--- config.mk ---
export PLATFORM = sky130hd
export DESIGN_NAME = timer_clk_prescaler
export DESIGN_NICKNAME = d
export VERILOG_FILES = /design/src/rtl/timer_clk_prescaler.sv
export SDC_FILE = /design/constraint.sdc
export NUM_CORES = 1
export LEC_CHECK = 0
export CAP_MARGIN = 20
export CORE_MARGIN = 2
export CORE_UTILIZATION = 35
export DETAILED_ROUTE_END_ITERATION = 8
export PLACE_DENSITY_LB_ADDON = 0.05
export SKIP_LAST_GASP = 1
export SLEW_MARGIN = 20
export SYNTH_ARGS = -nofsm -noshare
export SYNTH_HDL_FRONTEND = slang
export SYNTH_SLANG_ARGS = --single-unit
--- constraint.sdc ---
create_clock -name MCLK -period 1.5 [get_ports MCLK]
set_input_delay 0.3 -clock MCLK [delete_from_list [all_inputs] [get_ports MCLK]]
set_output_delay 0.3 -clock MCLK [all_outputs]
set_load 0.05 [all_outputs]
--- src/rtl/timer_clk_prescaler.sv ---
// MCLK-domain source select, edge qualification and two-stage pre-divider
// producing a one-cycle count-enable tick (plus a legacy-style toggle) for the timer core.
module timer_clk_prescaler #(
   parameter int NUM_SRC     = 4,
   parameter int SEL_W       = 2,
   parameter int ID_W        = 2,
   parameter int IDEX_W      = 3,
   parameter int SYNC_STAGES = 2
) (
   input  logic               MCLK,
   input  logic               reset,
   input  logic               clr,
   input  logic               run,
   input  logic [NUM_SRC-1:0] src_clk,
   input  logic [SEL_W-1:0]   sel,
   input  logic [1:0]         edge_mode,
   input  logic [ID_W-1:0]    id,
   input  logic [IDEX_W-1:0]  idex,
   output logic               tick,
   output logic               pre_tick,
   output logic               tick_toggle
);

   localparam int DIV_W = (1 << ID_W) - 1;

   typedef enum logic [1:0] {
      EDGE_RISE = 2'b00,
      EDGE_FALL = 2'b01,
      EDGE_BOTH = 2'b10,
      EDGE_NONE = 2'b11
   } edge_mode_t;

   logic [NUM_SRC-1:0] sync_q [SYNC_STAGES];
   logic [NUM_SRC-1:0] prev_q;
   logic [NUM_SRC-1:0] rise;
   logic [NUM_SRC-1:0] fall;
   logic               sel_rise;
   logic               sel_fall;
   logic               edge_hit;
   logic               ev;
   logic               s1;
   logic               s2;
   logic [DIV_W-1:0]   div_cnt;
   logic [DIV_W-1:0]   div_reload;
   logic [IDEX_W-1:0]  ex_cnt;

   // Every source keeps its own history so a sel change never fabricates an edge.
   always_ff @(posedge MCLK) begin
      if (reset) begin
         for (int i = 0; i < SYNC_STAGES; i++) begin
            sync_q[i] <= '0;
         end
         prev_q <= '0;
      end else begin
         sync_q[0] <= src_clk;
         for (int i = 1; i < SYNC_STAGES; i++) begin
            sync_q[i] <= sync_q[i-1];
         end
         prev_q <= sync_q[SYNC_STAGES-1];
      end
   end

   assign rise = sync_q[SYNC_STAGES-1] & ~prev_q;
   assign fall = ~sync_q[SYNC_STAGES-1] & prev_q;

   // An out-of-range sel matches no source and therefore yields no events.
   always_comb begin
      sel_rise = 1'b0;
      sel_fall = 1'b0;
      for (int i = 0; i < NUM_SRC; i++) begin
         if (sel == SEL_W'(i)) begin
            sel_rise = rise[i];
            sel_fall = fall[i];
         end
      end
   end

   always_comb begin
      edge_hit = 1'b0;
      case (edge_mode_t'(edge_mode))
         EDGE_RISE: edge_hit = sel_rise;
         EDGE_FALL: edge_hit = sel_fall;
         EDGE_BOTH: edge_hit = sel_rise | sel_fall;
         default:   edge_hit = 1'b0;
      endcase
   end

   assign ev         = edge_hit & run;
   assign div_reload = DIV_W'((32'd1 << id) - 32'd1);
   assign s1         = ev && (div_cnt == '0);
   assign s2         = s1 && (ex_cnt == '0);

   // Divider state; id/idex are only looked at on reload so mid-period changes wait a period.
   always_ff @(posedge MCLK) begin
      if (reset || clr) begin
         div_cnt     <= div_reload;
         ex_cnt      <= idex;
         tick        <= 1'b0;
         pre_tick    <= 1'b0;
         tick_toggle <= 1'b0;
      end else begin
         pre_tick <= s1;
         tick     <= s2;
         if (s2) begin
            tick_toggle <= ~tick_toggle;
         end
         if (ev) begin
            div_cnt <= (div_cnt == '0) ? div_reload : div_cnt - 1'b1;
         end
         if (s1) begin
            ex_cnt <= (ex_cnt == '0) ? idex : ex_cnt - 1'b1;
         end
      end
   end

endmodule

Word-level counts from Yosys, hierarchy flattened
Memories as Yosys holds them, arrays and structs flattened. Cells that the tools add are included.

Shift operators: 1. Eq/ne operators: 5. $add $sub $neg: 3. Bitwise logic cells: 9. Reductions and logical operators: 9. Multiplexer cells: 20.

Operator list (count): 2-to-1 mux 3 bit (6); 2-to-1 mux 1 bit (11); subtractor 3 x 1 -> 3 bit (second input constant) (3); AND 4 bit (2); 2-to-1 mux 4 bit (2); NOT 4 bit (2); equality test 2 bit (second input constant) (3); logical NOT 3 bit (2); equality test 2 x 1 -> 1 bit (second input constant) (2); logical NOT 2 bit (2); nonzero test 2 bit (2); OR 1 bit (3); one-hot mux 1 bit (3 select lines) (1); << shifter 1 x 2 -> 3 bit (first input constant) (1); logical AND 1 bit (2); AND 1 bit (1); logical OR 1 bit (1); NOT 1 bit (1).

Output and inout port bits: 3. Memory bits (writable): 8. Input port bits: 17. Flip-flop bits (word level): 13. Memories: 1.

Memories: sync_q (words 2, bits a word 4, read ports 2, clocked after Yosys merged registers in 0, wr ports 2, RTL line 33) `logic [NUM_SRC-1:0] sync_q [SYNC_STAGES];`.

Logic depth before layout (Yosys ltp)
Depth in word-level cells: 12. Depth in mapped cells: 6. Gate-level depth less buffers: 6.

Worst setup path before layout
OpenSTA, ideal clock, no wires.

Path type: register to register. From: register ex_cnt[0]. To: register ex_cnt[0], data pin. Stages on the path, launching flop included: 7. Data required time: 1.243 ns. Setup time: 0.257 ns. Setup slack: -0.061 ns. Data arrival time: 1.304 ns. Cell sequence: edfxtp_1 inv_1 ha_1 ha_1 or3_1 nand2_1 o21ai_1.

Cells in the longest elaborated chain, start to end: 4. Elaborated cells between the ends (all ways): 5.

Ends and longest elaborated chain: start: declaration (RTL line 45) `logic [IDEX_W-1:0] ex_cnt;`; start signal: assignment (RTL line 97) `ex_cnt <= idex;`; start signal: assignment (RTL line 111) `ex_cnt <= (ex_cnt == '0) ? idex : ex_cnt - 1'b1;`; subtractor 3 x 1 -> 3 bit / logical NOT 3 bit (equally long branches) (RTL line 111); 2-to-1 mux 3 bit (*) (RTL line 111); 2-to-1 mux 3 bit (*) (RTL line 110) `if (s1) begin`; 2-to-1 mux 3 bit (*) (RTL line 95) `if (reset || clr) begin`.

Every way passes the cells marked *; elsewhere a longest branch is shown, timed or not. The select of a mux whose other input is x is not followed. A chain may end at the register's enable or synchronous reset.

Worst setup path after layout
From: register prev_q[3] (read register of sync_q). To: register div_cnt[0] (enable).

Cells in the longest elaborated chain, start to end: 7. Elaborated cells between the ends (all ways): 9.

Ends and longest elaborated chain: start: declaration (RTL line 34) `logic [NUM_SRC-1:0] prev_q;`; NOT 4 bit (RTL line 63) `assign rise = sync_q[SYNC_STAGES-1] & ~prev_q;`; AND 4 bit (RTL line 63); 2-to-1 mux 1 bit (RTL line 71) `if (sel == SEL_W'(i)) begin`; OR 1 bit (RTL line 83) `EDGE_BOTH: edge_hit = sel_rise | sel_fall;`; one-hot mux 1 bit (3 select lines) (*) (RTL line 80) `case (edge_mode_t'(edge_mode))`; AND 1 bit (*) (RTL line 88) `assign ev = edge_hit & run;`; nonzero test 2 bit (no source line) (*); end signal: assignment (RTL line 96) `div_cnt <= div_reload;`; end signal: assignment (RTL line 108) `div_cnt <= (div_cnt == '0) ? div_reload : div_cnt - 1'b1;`; end: declaration (RTL line 43) `logic [DIV_W-1:0] div_cnt;`.

Every way passes the cells marked *; elsewhere a longest branch is shown, timed or not.

==> reports/results.ini <==
[outcome]
status=complete, but fails checks
violations=negative setup slack

[sta]
fin_skew_ns=0.001928
slew_headroom_pct=81.05
fin_crit_ns=1.617
post-route-period-util_pct=107.8
worst_pin_slew_ns=0.2832
finalWorstSetupSlack_ns=-0.1170
hold_viol=0
rsz0062_at_grt=true
setup_violations=8
drv_slew=0
final.setup.tns_ns=-0.7944
fmax_mhz=618.4

[synthesis]
synth_top_area_cell=dfxtp_1
synth-seq-cells=21
synth_top_area_share_pct=32.65
syn_inst=86
synth.avg_cell_area_um2=10.69
synth.net_count=107
yosys_warnings=0
ys_types=23
syn_area_um2=919.6
synthTopCellsByArea=dfxtp_1, edfxtp_1, nor2b_1, ha_1, mux4_2
yosysSeqAreaShare_pct=52.24

[place]
port_buffers=19
dp_hpwl_um=1200
dpl_cell_area_um2=1239
gp_congestion=0.6899
dpl_worst_slack_ns=-0.5976

[pwr]
p_sw_uw=271.0
p_comb_share_pct=18.1
p_leak_nw=0.5532
switching_share_pct=24.50
pwr-share-seq_pct=57.1
clock_power_share_pct=24.8
total_power_mw=1.106
vdd_drop_max_uv=514.7
power_density_nw_per_um2=829.3
intPower_uw=835.0

[cts]
clk_path_buf_depth=2
root_buffer=clkbuf_4
clkLatencyLatePin_ns=0.31
cts_tree=yes
clock-sinks=21
postCtsHoldBufs=0
clkTransAtPathRegs_ns=0.12
cts.htree.levels=1
cts_buffers=3

[layout]
drive_gt1_share_pct=26.05
final_common_cell=nor2b_1
num-fill-cells=237
area_growth_pct=45.03
num_antenna_cells=0
postLayoutCellArea_um2=1334
mostFrequentLayoutCells=nor2b_1, clkdlybuf4s50_1, dfxtp_1, buf_4
nets=141

[setup_path]
cp_cell_sequence=nor2b_1, mux4_2, a32oi_4, nand2_2
crit_type=flop to flop
crit_buf_inv=0
max_stage_delay_ns=0.51
cp_data_required_time_ns=1.57
worstSetupEndpointType=flop
cp_data_arrival_time_ns=1.69
critical_path.top_delay_family=multiplexers
cp-start-kind=flop
worstPathMaxFanout=4
crit_slowest_cell=mux4_2

[detailed_routing]
vias=680
routed_via_density=4.564
drt_iter0_drc=5
drc_errors=0
drtPass1Iterations=3
wl_per_cell_um=11.23
wirelength_um=1674
ant_nets=0

[floorplan]
die_h_um=55.26
core_um2=2477
die_area_um2=3054
rows=18
initial_core_util_pct=37.12
fp.dieW_um=55.26
ios=20

[global_route]
first_global_vias=662
grt_overflow_total=0
grt_max_degree=16
grt_pass1_wl_um=2898
antenna_found_initial=0
track_usage_pct=12.41

[job]
max_cap_viol_count=0

[min_path]
min_path_type=flop to flop

==> routing by layer <==
metal	track usage [%]	vias to the layer above	share of wire, %	wire [um]
li1	-	361	-	-
met1	15.90	296	47	794
met2	17.52	18	43	724
met3	4.215	5	6.5	108
met4	8.362	0	2.8	47
met5	0	-	0	0
==> metrics by stage <==
step / std cells / util (%) / hold slack (ns)
after CTS: 148 / 52.98 / 0.4513
after global routing: 149 / 53.84 / 0.4630
after detailed placement: 142 / 50.00 / 0.4218
after floorplan: 86 / - / 0.3716
final: 149 / 53.84 / 0.4491
after global placement: 142 / 50.00 / 0.4228
==> worst register-to-register path: cells and delay by family (launching register included) <==
family	cells	cell delay, ns
mux	1	0.51
flops	1	0.32
compound gates	1	0.31
simple gates	2	0.24
==> synth_stat cells <==
| master | number |
|---|---|
| xor2_1 | 1 |
| nor3_1 | 2 |
| mux2i_1 | 1 |
| nor4_1 | 1 |
| nand2b_1 | 1 |
| inv_1 | 5 |
| clkbuf_1 | 1 |
| nor2b_1 | 20 |
| a32oi_2 | 1 |
| and2b_1 | 2 |
| edfxtp_1 | 6 |
| mux4_2 | 2 |
| and4_1 | 1 |
| nor2_1 | 1 |
| nand2_1 | 8 |
| a21oi_1 | 2 |
| ha_1 | 4 |
| o21ai_1 | 7 |
| and4b_1 | 1 |
| dfxtp_1 | 15 |
| a22oi_1 | 1 |
| and3_1 | 1 |
| or3_1 | 2 |
==> cells by family (layout without fill, tap and decap cells) <==
| group | Yosys count | count (layout) | synth area share, % |
|---|---|---|---|
| buffers and inverters | 6 | 39 | 2.449 |
| adder cells (fa/ha/maj) | 4 | 4 | 5.442 |
| AO/OA/AOI/OAI | 11 | 11 | 7.483 |
| XOR/XNOR | 1 | 1 | 0.9526 |
| AND/OR/NAND/NOR | 40 | 40 | 25.44 |
| flip-flops | 21 | 21 | 52.24 |
| multiplexers | 3 | 3 | 5.986 |
==> registers in the layout, indices dropped and copies added (netlist names) <==
register,count
ex_cnt,3
prev_q,4
sync_q,8
tick,1
pre_tick,1
tick_toggle,1
div_cnt,3
==> path summary, 6_finish.rpt <==
path,startpoint,end,slack (ns),cells past startpoint
setup / recovery,prev_q[3],div_cnt[0],-0.12,4
hold / removal,sync_q[0][1],sync_q[0][5],0.45,1
setup reg to reg,prev_q[3],div_cnt[0],-0.12,4
hold reg to reg,sync_q[0][1],sync_q[0][5],0.45,1
==> final cells by class <==
type | instances | area (um^2) | share of cell area [%]
repair buffers | 30 | 301.5 | 22.61
clock buffers | 3 | 22.52 | 1.689
flip-flops and latches | 21 | 481.7 | 36.12
inverters | 5 | 18.77 | 1.407
clock inverters | 1 | 5.005 | 0.3752
well taps | 30 | 37.54 | 2.814
multi-input cells | 59 | 466.7 | 34.99
==> power by group through the flow <==
stage	clock, mW	combinational (mW)	sequential [mW]
6_report	0.274	0.200	0.632
5_1_grt	0.311	0.228	0.637
4_1_cts	0.295	0.193	0.631
3_5_place_dp	0	0.171	0.644
3_3_place_gp	0	0.170	0.644
2_1_floorplan	0	0.0853	0.641
==> repair_timing <==
item / 4_1_cts / 5_1_grt
buffers inserted: 2 / 1
hold endpoints to repair: 0 / 0
pin swaps: 7 / 1
setup endpoints to repair: 12 / 14
gates resized for setup: 7 / 5
No activity file was read; power rests on OpenSTA's default activity.
